`config.mk`:
```
export PLATFORM = sky130hd
export DESIGN_NAME = multi_channel_square_wave_oscillator
export DESIGN_NICKNAME = d
export VERILOG_FILES = /design/src/rtl/square_osc_pkg.sv /design/src/rtl/square_osc_channel.sv /design/src/rtl/multi_channel_square_wave_oscillator.sv
export SDC_FILE = /design/constraint.sdc
export NUM_CORES = 1
export LEC_CHECK = 0
export CAP_MARGIN = 40
export CELL_PAD_IN_SITES_DETAIL_PLACEMENT = 1
export CELL_PAD_IN_SITES_GLOBAL_PLACEMENT = 2
export CORE_UTILIZATION = 28
export DETAILED_ROUTE_END_ITERATION = 6
export HOLD_SLACK_MARGIN = 0.08
export PLACE_DENSITY = 0.76
export SYNTH_ARGS = -nofsm -noshare
export SYNTH_HDL_FRONTEND = slang
export SYNTH_SLANG_ARGS = --single-unit
```
`constraint.sdc`:
```
create_clock -name clk -period 2.2 [get_ports clk]
set_input_delay 0.44 -clock clk [delete_from_list [all_inputs] [get_ports clk]]
set_output_delay 0.44 -clock clk [all_outputs]
set_load 0.01 [all_outputs]
```
`src/rtl/square_osc_pkg.sv`:
```
// Shared types and constants for the multi-channel square wave oscillator.
package square_osc_pkg;

  // Per-channel oscillator state.
  typedef enum logic [1:0] {
    IDLE = 2'd0,
    HIGH = 2'd1,
    LOW  = 2'd2
  } chan_state_t;

  // Signed 16-bit audio sample.
  typedef logic signed [15:0] signal_t;

  // Largest positive sample; the mix saturates here instead of wrapping.
  localparam int SAT_MAX = 32767;

  // Clamp an elaboration-time step size so slewing always makes progress.
  function automatic int min_one(input int v);
    return (v < 1) ? 1 : v;
  endfunction

endpackage

```
`src/rtl/square_osc_channel.sv`:
```
// One oscillator channel: IDLE/HIGH/LOW state machine with a phase down-counter.
// Phase lengths are sampled only at phase boundaries, so a running phase is never cut short.
module square_osc_channel
  import square_osc_pkg::*;
#(
  parameter int COUNT_WIDTH = 24
) (
  input  logic                   clk,
  input  logic                   I_RST,
  input  logic                   enable,
  input  logic [COUNT_WIDTH-1:0] high_count,
  input  logic [COUNT_WIDTH-1:0] low_count,
  output logic                   phase
);

  chan_state_t            state_reg, state_next;
  logic [COUNT_WIDTH-1:0] cnt_reg, cnt_next;
  logic [COUNT_WIDTH-1:0] high_load, low_load;

  // A programmed length of 0 behaves like 1, so the reload value floors at 0.
  assign high_load = (high_count == '0) ? '0 : high_count - COUNT_WIDTH'(1);
  assign low_load  = (low_count  == '0) ? '0 : low_count  - COUNT_WIDTH'(1);

  // State and counter registers; reset aborts any phase in progress.
  always_ff @(posedge clk or posedge I_RST) begin
    if (I_RST) begin
      state_reg <= IDLE;
      cnt_reg   <= '0;
    end else begin
      state_reg <= state_next;
      cnt_reg   <= cnt_next;
    end
  end

  // Next-state logic: disabling wins over a simultaneous phase boundary.
  always_comb begin
    state_next = state_reg;
    cnt_next   = cnt_reg;
    unique case (state_reg)
      IDLE: begin
        if (enable) begin
          state_next = HIGH;
          cnt_next   = high_load;
        end
      end
      HIGH: begin
        if (!enable) begin
          state_next = IDLE;
          cnt_next   = '0;
        end else if (cnt_reg == '0) begin
          state_next = LOW;
          cnt_next   = low_load;
        end else begin
          cnt_next = cnt_reg - COUNT_WIDTH'(1);
        end
      end
      LOW: begin
        if (!enable) begin
          state_next = IDLE;
          cnt_next   = '0;
        end else if (cnt_reg == '0) begin
          state_next = HIGH;
          cnt_next   = high_load;
        end else begin
          cnt_next = cnt_reg - COUNT_WIDTH'(1);
        end
      end
      default: begin
        state_next = IDLE;
        cnt_next   = '0;
      end
    endcase
  end

  assign phase = (state_reg == HIGH);

endmodule

```
`src/rtl/multi_channel_square_wave_oscillator.sv`:
```
// Multi-channel square wave oscillator: CHANNELS independent square waves are
// summed into one saturated signed 16-bit sample on each audio strobe.
// Optional feature macro SQUARE_OSC_SLEW_EN: when defined, the output moves
// toward the mixed target by at most MAX_STEP per strobe; otherwise it tracks
// the target directly.
module multi_channel_square_wave_oscillator
  import square_osc_pkg::*;
#(
  parameter int  CHANNELS              = 2,
  parameter int  SIGNAL_FRACTION_WIDTH = 14,
  parameter real VCC                   = 12.0,
  parameter real HIGH_VOLTAGE          = 5.0,
  parameter real SAMPLE_RATE           = 48000.0,
  parameter real MAX_CHANGE_RATE       = 10000.0,
  parameter int  COUNT_WIDTH           = 24
) (
  input  logic                            clk,
  input  logic                            I_RST,
  input  logic                            audio_clk_en,
  input  logic [CHANNELS-1:0]             enable,
  input  logic [CHANNELS*COUNT_WIDTH-1:0] high_count,
  input  logic [CHANNELS*COUNT_WIDTH-1:0] low_count,
  output logic [CHANNELS-1:0]             phase,
  output logic signed [15:0]              out
);

  localparam real         FULL_SCALE   = 2.0 ** SIGNAL_FRACTION_WIDTH;
  localparam int          HIGH_LEVEL   = $rtoi(FULL_SCALE * HIGH_VOLTAGE / VCC);
  localparam logic [19:0] HIGH_LEVEL_W = 20'(HIGH_LEVEL);

  logic [3:0]  pop_count;
  logic [19:0] mix_sum;
  signal_t     mix_sat;
  signal_t     target_reg;

  // One oscillator per channel, each on its own slice of the count buses.
  for (genvar gi = 0; gi < CHANNELS; gi++) begin : g_ch
    square_osc_channel #(
      .COUNT_WIDTH(COUNT_WIDTH)
    ) u_ch (
      .clk       (clk),
      .I_RST     (I_RST),
      .enable    (enable[gi]),
      .high_count(high_count[gi*COUNT_WIDTH +: COUNT_WIDTH]),
      .low_count (low_count[gi*COUNT_WIDTH +: COUNT_WIDTH]),
      .phase     (phase[gi])
    );
  end

  // Mix: count the high channels, scale, and clamp at the positive rail.
  always_comb begin
    pop_count = '0;
    for (int i = 0; i < CHANNELS; i++) begin
      pop_count = pop_count + 4'(phase[i]);
    end
    mix_sum = 20'(pop_count) * HIGH_LEVEL_W;
    mix_sat = (mix_sum > 20'(SAT_MAX)) ? signal_t'(SAT_MAX) : signal_t'(mix_sum[15:0]);
  end

  // Target sample latches only on the audio strobe.
  always_ff @(posedge clk or posedge I_RST) begin
    if (I_RST) begin
      target_reg <= '0;
    end else if (audio_clk_en) begin
      target_reg <= mix_sat;
    end
  end

`ifdef SQUARE_OSC_SLEW_EN
  localparam int                 MAX_STEP = min_one($rtoi(MAX_CHANGE_RATE / SAMPLE_RATE * FULL_SCALE / VCC));
  localparam int                 STEP_CL  = (MAX_STEP > 65535) ? 65535 : MAX_STEP;
  localparam logic signed [17:0] STEP_S   = 18'(STEP_CL);

  signal_t            out_reg, slew_next;
  logic signed [17:0] diff, step_sum;

  // Slew limiter: move toward the latched target by at most one step.
  always_comb begin
    diff      = 18'(target_reg) - 18'(out_reg);
    step_sum  = '0;
    slew_next = target_reg;
    if (diff > STEP_S) begin
      step_sum  = 18'(out_reg) + STEP_S;
      slew_next = signal_t'(step_sum[15:0]);
    end else if (diff < -STEP_S) begin
      step_sum  = 18'(out_reg) - STEP_S;
      slew_next = signal_t'(step_sum[15:0]);
    end
  end

  // Output register advances only on the audio strobe.
  always_ff @(posedge clk or posedge I_RST) begin
    if (I_RST) begin
      out_reg <= '0;
    end else if (audio_clk_en) begin
      out_reg <= slew_next;
    end
  end

  assign out = out_reg;
`else
  assign out = target_reg;
`endif

endmodule

```
Word-level counts from Yosys, hierarchy flattened:

Index checks and enable logic that the tools add are counted.

* register bits after elaboration: 68

* add/sub/neg operators: 7
* $mul: 1
* $lt $le $gt $ge: 1
* eq/ne operators: 10
* multiplexer cells: 29
* reduce and logical (&&, ||, !) cells: 10

Operator list (number)
* $mux W24: 14
* $logic_not A24 Y1: 6
* $pmux W24 S3: 2
* $sub A24 B1 Y24 const B: 6
* $mux W2: 10
* $gt A15 B15 Y1 const B: 1
* $mux W15: 1
* $mul A2 B12 Y14 const B: 1
* $pmux W2 S3: 2
* $ne A3 B2 Y1 const B: 2
* $ne A3 B3 Y1 const B: 2
* $reduce_and A3 Y1: 2
* $eq A2 B1 Y1 const B: 2
* $eq A2 B2 Y1 const B: 2
* $logic_not A2 Y1: 2
* $ne A2 B2 Y1 const B: 2
* $add A1 B1 Y2: 1

Logic depth before layout (Yosys ltp):

Gate-level depths: netlist (run 1).

* depth after elaboration: 5
* depth in mapped cells: 9

Cells and area by module:

A second synthesis (run 1) with hierarchy kept.

* cells, all modules: 833
* area, all modules: 6434.9 µm²

Modules (own cells, without submodules)
* square_osc_channel at g_ch[0].u_ch: instances 1, cells an instance 408, area an instance 3165.5 µm², seq. area each 650.6 µm²
* square_osc_channel at g_ch[1].u_ch: instances 1, cells an instance 396, area an instance 2994.1 µm², seq. area each 650.6 µm²
* multi_channel_square_wave_oscillator: instances 1, cells an instance 29, area an instance 275.3 µm², seq. area each 100.1 µm²

Worst setup path after synthesis (run 1):

No wires, ideal clock.

* kind: in2reg
* start: input low_count[24]
* end: register g_ch[1].u_ch.cnt_reg[23]
* setup time: 0.131 ns
* data arrival time: 2.206 ns
* required time: 2.069 ns
* path slack: -0.137 ns
* stages: 7
* path through: or4_4 or3_1 buf_2 nor4_1 xnor2_1 nor3_1 or3_1

* word-level cells in the longest chain between the ends: 5

Ends and longest elaborated chain
* from (decl): RTL line multi_channel_square_wave_oscillator.sv:22 `input logic [CHANNELS*COUNT_WIDTH-1:0] low_count,`
* $sub A24 B1 Y24 or $logic_not A24 Y1 (tied branches): RTL line square_osc_channel.sv:22 `assign low_load = (low_count == '0) ? '0 : low_count - COUNT_WIDTH'(1);`
* $mux W24 *: RTL line square_osc_channel.sv:22
* $mux W24 *: RTL line square_osc_channel.sv:50 `end else if (cnt_reg == '0) begin`
* $mux W24 *: RTL line square_osc_channel.sv:47 `if (!enable) begin`
* $pmux W24 S3 *: RTL line square_osc_channel.sv:39 `unique case (state_reg)`
* to (signal assigned): RTL line square_osc_channel.sv:31 `cnt_reg <= cnt_next;`
* to (decl): RTL line square_osc_channel.sv:17 `logic [COUNT_WIDTH-1:0] cnt_reg, cnt_next;`

Mark *: on every way between the ends. The rest lies on a longest branch, timed or not.
A chain may end at the register's enable or synchronous reset.

Worst setup path in the final report (run 1):

* start: register g_ch[1].u_ch.cnt_reg[3]
* end: register g_ch[1].u_ch.cnt_reg[23]

* word-level cells in the longest chain between the ends: 4

Ends and longest elaborated chain (RTL line)
* $sub A24 B1 Y24 or $logic_not A24 Y1 (tied branches)
* $mux W24 (on tied branches): square_osc_channel.sv:61, square_osc_channel.sv:50
* $mux W24 (on tied branches): square_osc_channel.sv:58, square_osc_channel.sv:47
* $pmux W24 S3 *: square_osc_channel.sv:39

Marked as above.

==> impl_metrics.csv, run 1 <==
group,metric,value,unit
drt,wl_per_cell,22.2,um
timing,skew,11.3,ps
setup_path,start_kind,"flop",
global_route,antenna_found_initial,0,
setup_path,crit_path_max_fanout,6,
clock_network,htree_levels,2,
drt,dr.pass1.iters,5,
clock_network,cts.path.max_buffers,2,
timing,fin_ws,-264,ps
worst_hold_path,hold_class,"input pin to asynchronous set/reset pin",
clock_network,cts_tree,"built",
clock_network,path_clk_slew,80,ps
outcome,status,"finished, violations left",
die,io_pins,119,
die,rows,53,
yosys,ys_ff_latch,56,
yosys,synth_warnings,0,
layout,multi_input_area,5480,um2
clock_network,clk-insertion-delay-late,320,ps
yosys,synthFlopType,"dfrtp_1",
yosys,synth_top_area_share,22.8,%
yosys,synthArstFlopShare,100,%
layout,drive_above_1_share,47.5,%
setup_path,path_cells,"nor4_4 -> buf_4 -> nand4_1 -> buf_6 -> buf_4 -> a211oi_2 -> a21oi_4 -> a2111oi_2 -> or3_1",
placement,portBuffers,116,
placement,dp_hpwl,23.1,mm
setup_path,r2r_cells,9,
die,fp.dieArea,22500,um2
yosys,synth-edff-count,0,
layout,area_growth,88.5,%
die,core,21200,um2
layout,utilization,54.5,%
global_route,grt_pass1_vias,8409,
yosys,yosysUniqueCellTypes,81,
timing,finalHoldViolations,0,
timing,finalMaxSlewViolations,0,
clock_network,cts_buffers,5,
yosys,yosysSeqAreaShare,22.8,%
outcome,violations,"negative setup slack",
timing,fin_crit_sh,112,%
timing,max_freq,406,MHz
yosys,netlist_instances,768,
yosys,avgSynthCellArea,7.99,um2
placement,place_congestion,0.896,
clock_network,clock-sinks,56,
die,start_util,28.9,%
setup_path,critical_path_required,2460,ps
power,p_per_area,422,nW/um2
drt,vias,8303,
die,dieHeight,150,um
setup_path,critPathMostFrequentCell,"buf_4",
timing,period_minus_slack,2460,ps
setup_path,max_stage_delay,430,ps
timing,worst_slew_pin_slew,533,ps
power,ir_drop,0.343,mV
placement,dp_worst_setup_slack,-781,ps
timing,rsz0062_at_grt,"yes",
global_route,overflow,0,
drt,drt_iter0_drc,548,
setup_path,path_class,"flop to flop",
setup_path,crit_path_end_kind,"flop",
drt,detail-route-antenna-nets,0,
die,fp.dieW,150,um
global_route,grt_pass1_wl,46.6,mm
global_route,gr-usage-all-layers,26.9,%
global_route,grt_max_degree,57,
layout,largest_reg_flops,48,
setup_path,cp_data_arrival_time,2720,ps
layout,n_antenna_cell,0,
clock_network,cts_root_buf,"clkbuf_16",
drt,drc,0,
timing,setup_viol,44,
layout,fill_cells,2505,
timing,slew_headroom,64.2,%
yosys,synth.cell_area,6130,um2
yosys,synth_area_leaders,"dfrtp_1 23%, xnor2_1 7.1%, xor2_1 6.4%",
drt,viasPerCell,5.63,
layout,fin_nets,1312,
job,cap_violations,0,
drt,wl,32.7,mm
layout,seqCellArea,1400,um2
setup_path,slowest_stage,"a2111oi_2",
power,cellLeakagePower,4.97,nW
yosys,synth_area_leader_cell,"dfrtp_1",
critical path, delay by kind of cell, from the launching register on:
| family | cells | cell delay (ps) |
|---|---|---|
| flip-flops | 1 | 420 |
| AO/OA/AOI/OAI | 3 | 740 |
| AND/OR/NAND/NOR | 3 | 660 |
| buffers and inverters | 3 | 570 |
what timing repair did:
item,4_1_cts,5_1_grt
hold buffers,0,0
pin swaps,68,60
endpoints found under the setup margin,49,49
setup buffers,27,22
cloned,3,3
resized for setup,201,150
path summary, 6_finish.rpt:
path,slack [ps],start,end
setup / recovery,-260,g_ch[1].u_ch.cnt_reg[3],g_ch[1].u_ch.cnt_reg[23]
hold / removal,510,I_RST,out[14]
setup reg to reg,-260,g_ch[1].u_ch.cnt_reg[3],g_ch[1].u_ch.cnt_reg[23]
hold reg to reg,520,out[12],out[12]
max in group asynchronous,1370,I_RST,g_ch[0].u_ch.cnt_reg[11]
min in group clk,520,out[12],out[12]
per-layer routing:
layer,GRT usage [%],up-vias,part of all wire (%)
li1,-,3778,-
met1,37.7,4142,44
met2,44.2,315,48
met3,2.68,68,5.8
met4,5.81,0,2.4
met5,0,-,0
kinds of logic after synthesis:
kind of cell               Yosys count  share of synthesized area (%)
xor gates and xnor gates            95                           13.6
other                                1                         0.0611
adders and majority gates           11                           2.24
buffers and inverters               70                           5.67
AOI/OAI and AO/OA                  199                           22.5
muxes                                5                          0.877
DFF                                 56                           22.8
and+or+nand+nor                    331                           32.3
layout by cell type (no fill, tap or decap), types with 18 or more instances in the layout:
master | netlist | final
o21ai_1 | 4 | 21
o211ai_1 | 18 | 18
inv_1 | 28 | 23
nand2_1 | 52 | 40
nand3_1 | 24 | 20
xnor2_1 | 50 | 48
dlygate4sd2_1 | 0 | 28
dlymetal6s2s_1 | 0 | 21
nor2_1 | 60 | 51
nor3_1 | 49 | 31
xor2_1 | 45 | 41
clkdlybuf4s50_1 | 0 | 62
buf_6 | 2 | 36
buf_4 | 15 | 304
dfrtp_1 | 56 | 54
a21oi_1 | 39 | 21
final cells by class:
| type | count | share of cell area (%) |
|---|---|---|
| clock buffer | 6 | 1.20 |
| clock inverter | 2 | 0.335 |
| inverter | 28 | 0.909 |
| multi-input combinational | 643 | 47.4 |
| sequential | 56 | 12.1 |
| tap | 275 | 2.98 |
| timing repair buffer | 466 | 35.0 |
synth_stat cells (10+ instances only):
| cell type | n |
|---|---|
| nand2_1 | 52 |
| xnor2_1 | 50 |
| buf_2 | 11 |
| a22oi_1 | 11 |
| nand4_1 | 12 |
| or3_1 | 14 |
| buf_4 | 15 |
| nor3_1 | 49 |
| o21ai_0 | 42 |
| nor2_1 | 60 |
| o211ai_1 | 18 |
| nor4_1 | 32 |
| a21oi_1 | 39 |
| xor2_1 | 45 |
| clkbuf_1 | 13 |
| or4_1 | 15 |
| inv_1 | 28 |
| nand3_1 | 24 |
| ha_1 | 11 |
| o22ai_1 | 10 |
| dfrtp_1 | 56 |
through the flow:
stage               area [um2]  TNS, ps  instances  total power, W  hold slack [ps]
floorplan                 6170     -171        769         0.00221              486
global placement          9690   -25210       1414         0.00333              511
detailed placement        9690   -28310       1414         0.00338              523
CTS                      10700    -1240       1452         0.00460              532
global route             11600    -8540       1476         0.00508              557
finish                   11600    -4860       1476         0.00488              510
power breakdown:
part	total (W)	switching [W]	internal, W	leakage, nW
Clock	0.00102	0.000443	0.000573	0.0871
Sequential	0.00132	0.000162	0.00116	0.714
Combinational	0.00254	0.00127	0.00127	4.17
Note: power is estimated with default switching activity, not from simulation.
==> inputs of run 2 (changes only) <==
- GPL_ROUTABILITY_DRIVEN: unset -> 0
==> results of run 2 <==
No change in the layout: final DEF, timing and power equal those of run 1.
==> inputs of run 3 (changes only) <==
- GPL_TIMING_DRIVEN: unset -> 0
==> impl_metrics.csv, run 3 (synthesized netlist as in run 1, its figures left out) <==
group,metric,value,unit
timing,rsz0062_at_grt,"yes",
die,dieHeight,150,um
layout,area_growth,61.9,%
clock_network,htree_levels,2,
setup_path,path_class,"flop to flop",
drt,drt_iter0_drc,468,
placement,dp_hpwl,19.5,mm
job,cap_violations,0,
die,fp.dieArea,22500,um2
layout,fill_cells,2470,
clock_network,clk-insertion-delay-late,310,ps
power,cellLeakagePower,3.88,nW
worst_hold_path,holdCritStartpoint,"out[12]",
setup_path,r2r_cells,6,
worst_hold_path,hold_class,"flop to flop",
timing,skew,14.6,ps
drt,drc,0,
die,core,21200,um2
outcome,violations,"negative setup slack",
clock_network,cts_buffers,5,
layout,layoutNonFillerInstCount,1279,
global_route,grt_pass1_wl,41.1,mm
setup_path,cp_data_arrival_time,2540,ps
drt,wl_per_cell,21.2,um
die,start_util,28.9,%
power,p_per_area,430,nW/um2
setup_path,path_cells,"or4_4 -> buf_6 -> or4_4 -> a21oi_2 -> o22ai_1 -> or3_1",
clock_network,clock-sinks,56,
timing,worst_slew_pin_slew,769,ps
setup_path,worstReg2RegStart,"g_ch[1].u_ch.cnt_reg[0]",
timing,fin_crit_sh,106,%
clock_network,cts_tree,"built",
setup_path,crit_path_max_fanout,6,
layout,largest_reg_flops,48,
drt,viasPerCell,5.61,
timing,whs,528,ps
power,ir_drop,0.269,mV
setup_path,reg2reg_to,"g_ch[1].u_ch.cnt_reg[23]",
drt,detail-route-antenna-nets,0,
placement,portBuffers,115,
worst_hold_path,worstHoldEndpoint,"out[12]",
die,io_pins,119,
timing,fin_ws,-141,ps
global_route,antenna_found_initial,0,
timing,period_minus_slack,2340,ps
outcome,status,"finished, violations left",
setup_path,slowest_stage,"or4_4",
timing,slew_headroom,48.7,%
global_route,grt_pass1_vias,7152,
clock_network,cts.path.max_buffers,2,
timing,tns,-2010,ps
clock_network,cts_root_buf,"clkbuf_16",
worst_hold_path,hold_depth,2,
timing,finalMaxSlewViolations,0,
setup_path,r2r_slack,-140,ps
placement,place_inst,1163,
setup_path,critical_path_required,2400,ps
timing,finalHoldViolations,0,
timing,setup_viol,32,
global_route,gr-usage-all-layers,23.8,%
layout,final_cell_mix,"109 x buf_4, 51 x nor2_1, 50 x xnor2_1, 47 x clkdlybuf4s50_1, 43 x xor2_1",
global_route,grt_max_degree,30,
setup_path,critPathMostFrequentCell,"or4_4",
setup_path,start_kind,"flop",
layout,final_common_cell,"buf_4",
layout,n_antenna_cell,0,
clock_network,path_clk_slew,90,ps
setup_path,crit_path_end_kind,"flop",
layout,drive_above_1_share,36.5,%
die,rows,53,
drt,dr.pass1.iters,4,
layout,utilization,46.8,%
die,fp.dieW,150,um
layout,fin_nets,1115,
drt,vias,7172,
setup_path,max_stage_delay,550,ps
drt,wl,27.1,mm
timing,max_freq,427,MHz
global_route,overflow,0,
run 3: changes by cell type in the layout (fill, tap and decap cells not counted), sizes merged, moves of 5 or more:
| cell | delta |
|---|---|
| clkdlybuf4s50 | -15 |
| clkdlybuf4s15 | +5 |
| dlygate4sd2 | +14 |
| dlymetal6s2s | -7 |
| buf | -201 |
| clkbuf | +8 |
run 3: stage by stage:
step                power (W)  worst slack [ps]  cell area [um2]
floorplan             0.00221             -64.5             6170
CTS                   0.00407              -176             9270
global placement      0.00284             -1290             7660
finish                0.00427              -141             9930
detailed placement    0.00286             -1280             7700
global route          0.00450              -218             9930
run 3: layout make-up:
type,instances,area (um2),share of cell area (%)
Multi-Input combinational cell,643,5500,55.4
Timing Repair Buffer,232,2110,21.2
Sequential cell,56,1420,14.3
Tap cell,275,344,3.47
Buffer,37,305,3.08
Clock buffer,7,133,1.34
Inverter,28,109,1.10
Clock inverter,1,8.76,0.0882
run 3: where the power goes:
part           leakage (nW)  switching, W  internal [W]  total, W
clock network        0.0681      0.000425      0.000429  0.000854
registers             0.699      0.000217       0.00117   0.00138
logic                  3.11       0.00107      0.000962   0.00203
total                  3.88       0.00171       0.00256   0.00427
run 3: how the worst max path moves through the flow:
stage,end,startpoint,slack [ps],depth (start not counted)
CTS,g_ch[0].u_ch.cnt_reg[23],g_ch[0].u_ch.cnt_reg[7],-180,7
global placement,g_ch[1].u_ch.cnt_reg[10],high_count[24],-1290,9
finish,g_ch[1].u_ch.cnt_reg[23],g_ch[1].u_ch.cnt_reg[0],-140,6
floorplan,g_ch[1].u_ch.cnt_reg[23],low_count[24],-60,7
detailed placement,g_ch[1].u_ch.cnt_reg[10],high_count[24],-1280,9
global route,g_ch[1].u_ch.cnt_reg[23],g_ch[1].u_ch.cnt_reg[3],-220,7
run 3: repair_timing:
action,in CTS,in global routing
cloned,4,2
setup endpoints to repair,52,52
pin swaps,58,63
gates resized for setup,269,126
hold buffers,0,0
buffers inserted,81,32
run 3: layer usage:
layer	track usage, %	part of all wire [%]	up-vias
li1	-	-	3380
met1	35.2	48	3575
met2	36.9	46	196
met3	2.74	5.4	21
met4	4.65	1.0	0
met5	0	0	-
run 3: critical path: cells and delay by family (launching register included):
kind	cells	cell delay, ps
buffers and inverters	1	150
AOI/OAI and AO/OA	2	240
DFF	1	470
and+or+nand+nor	3	1360
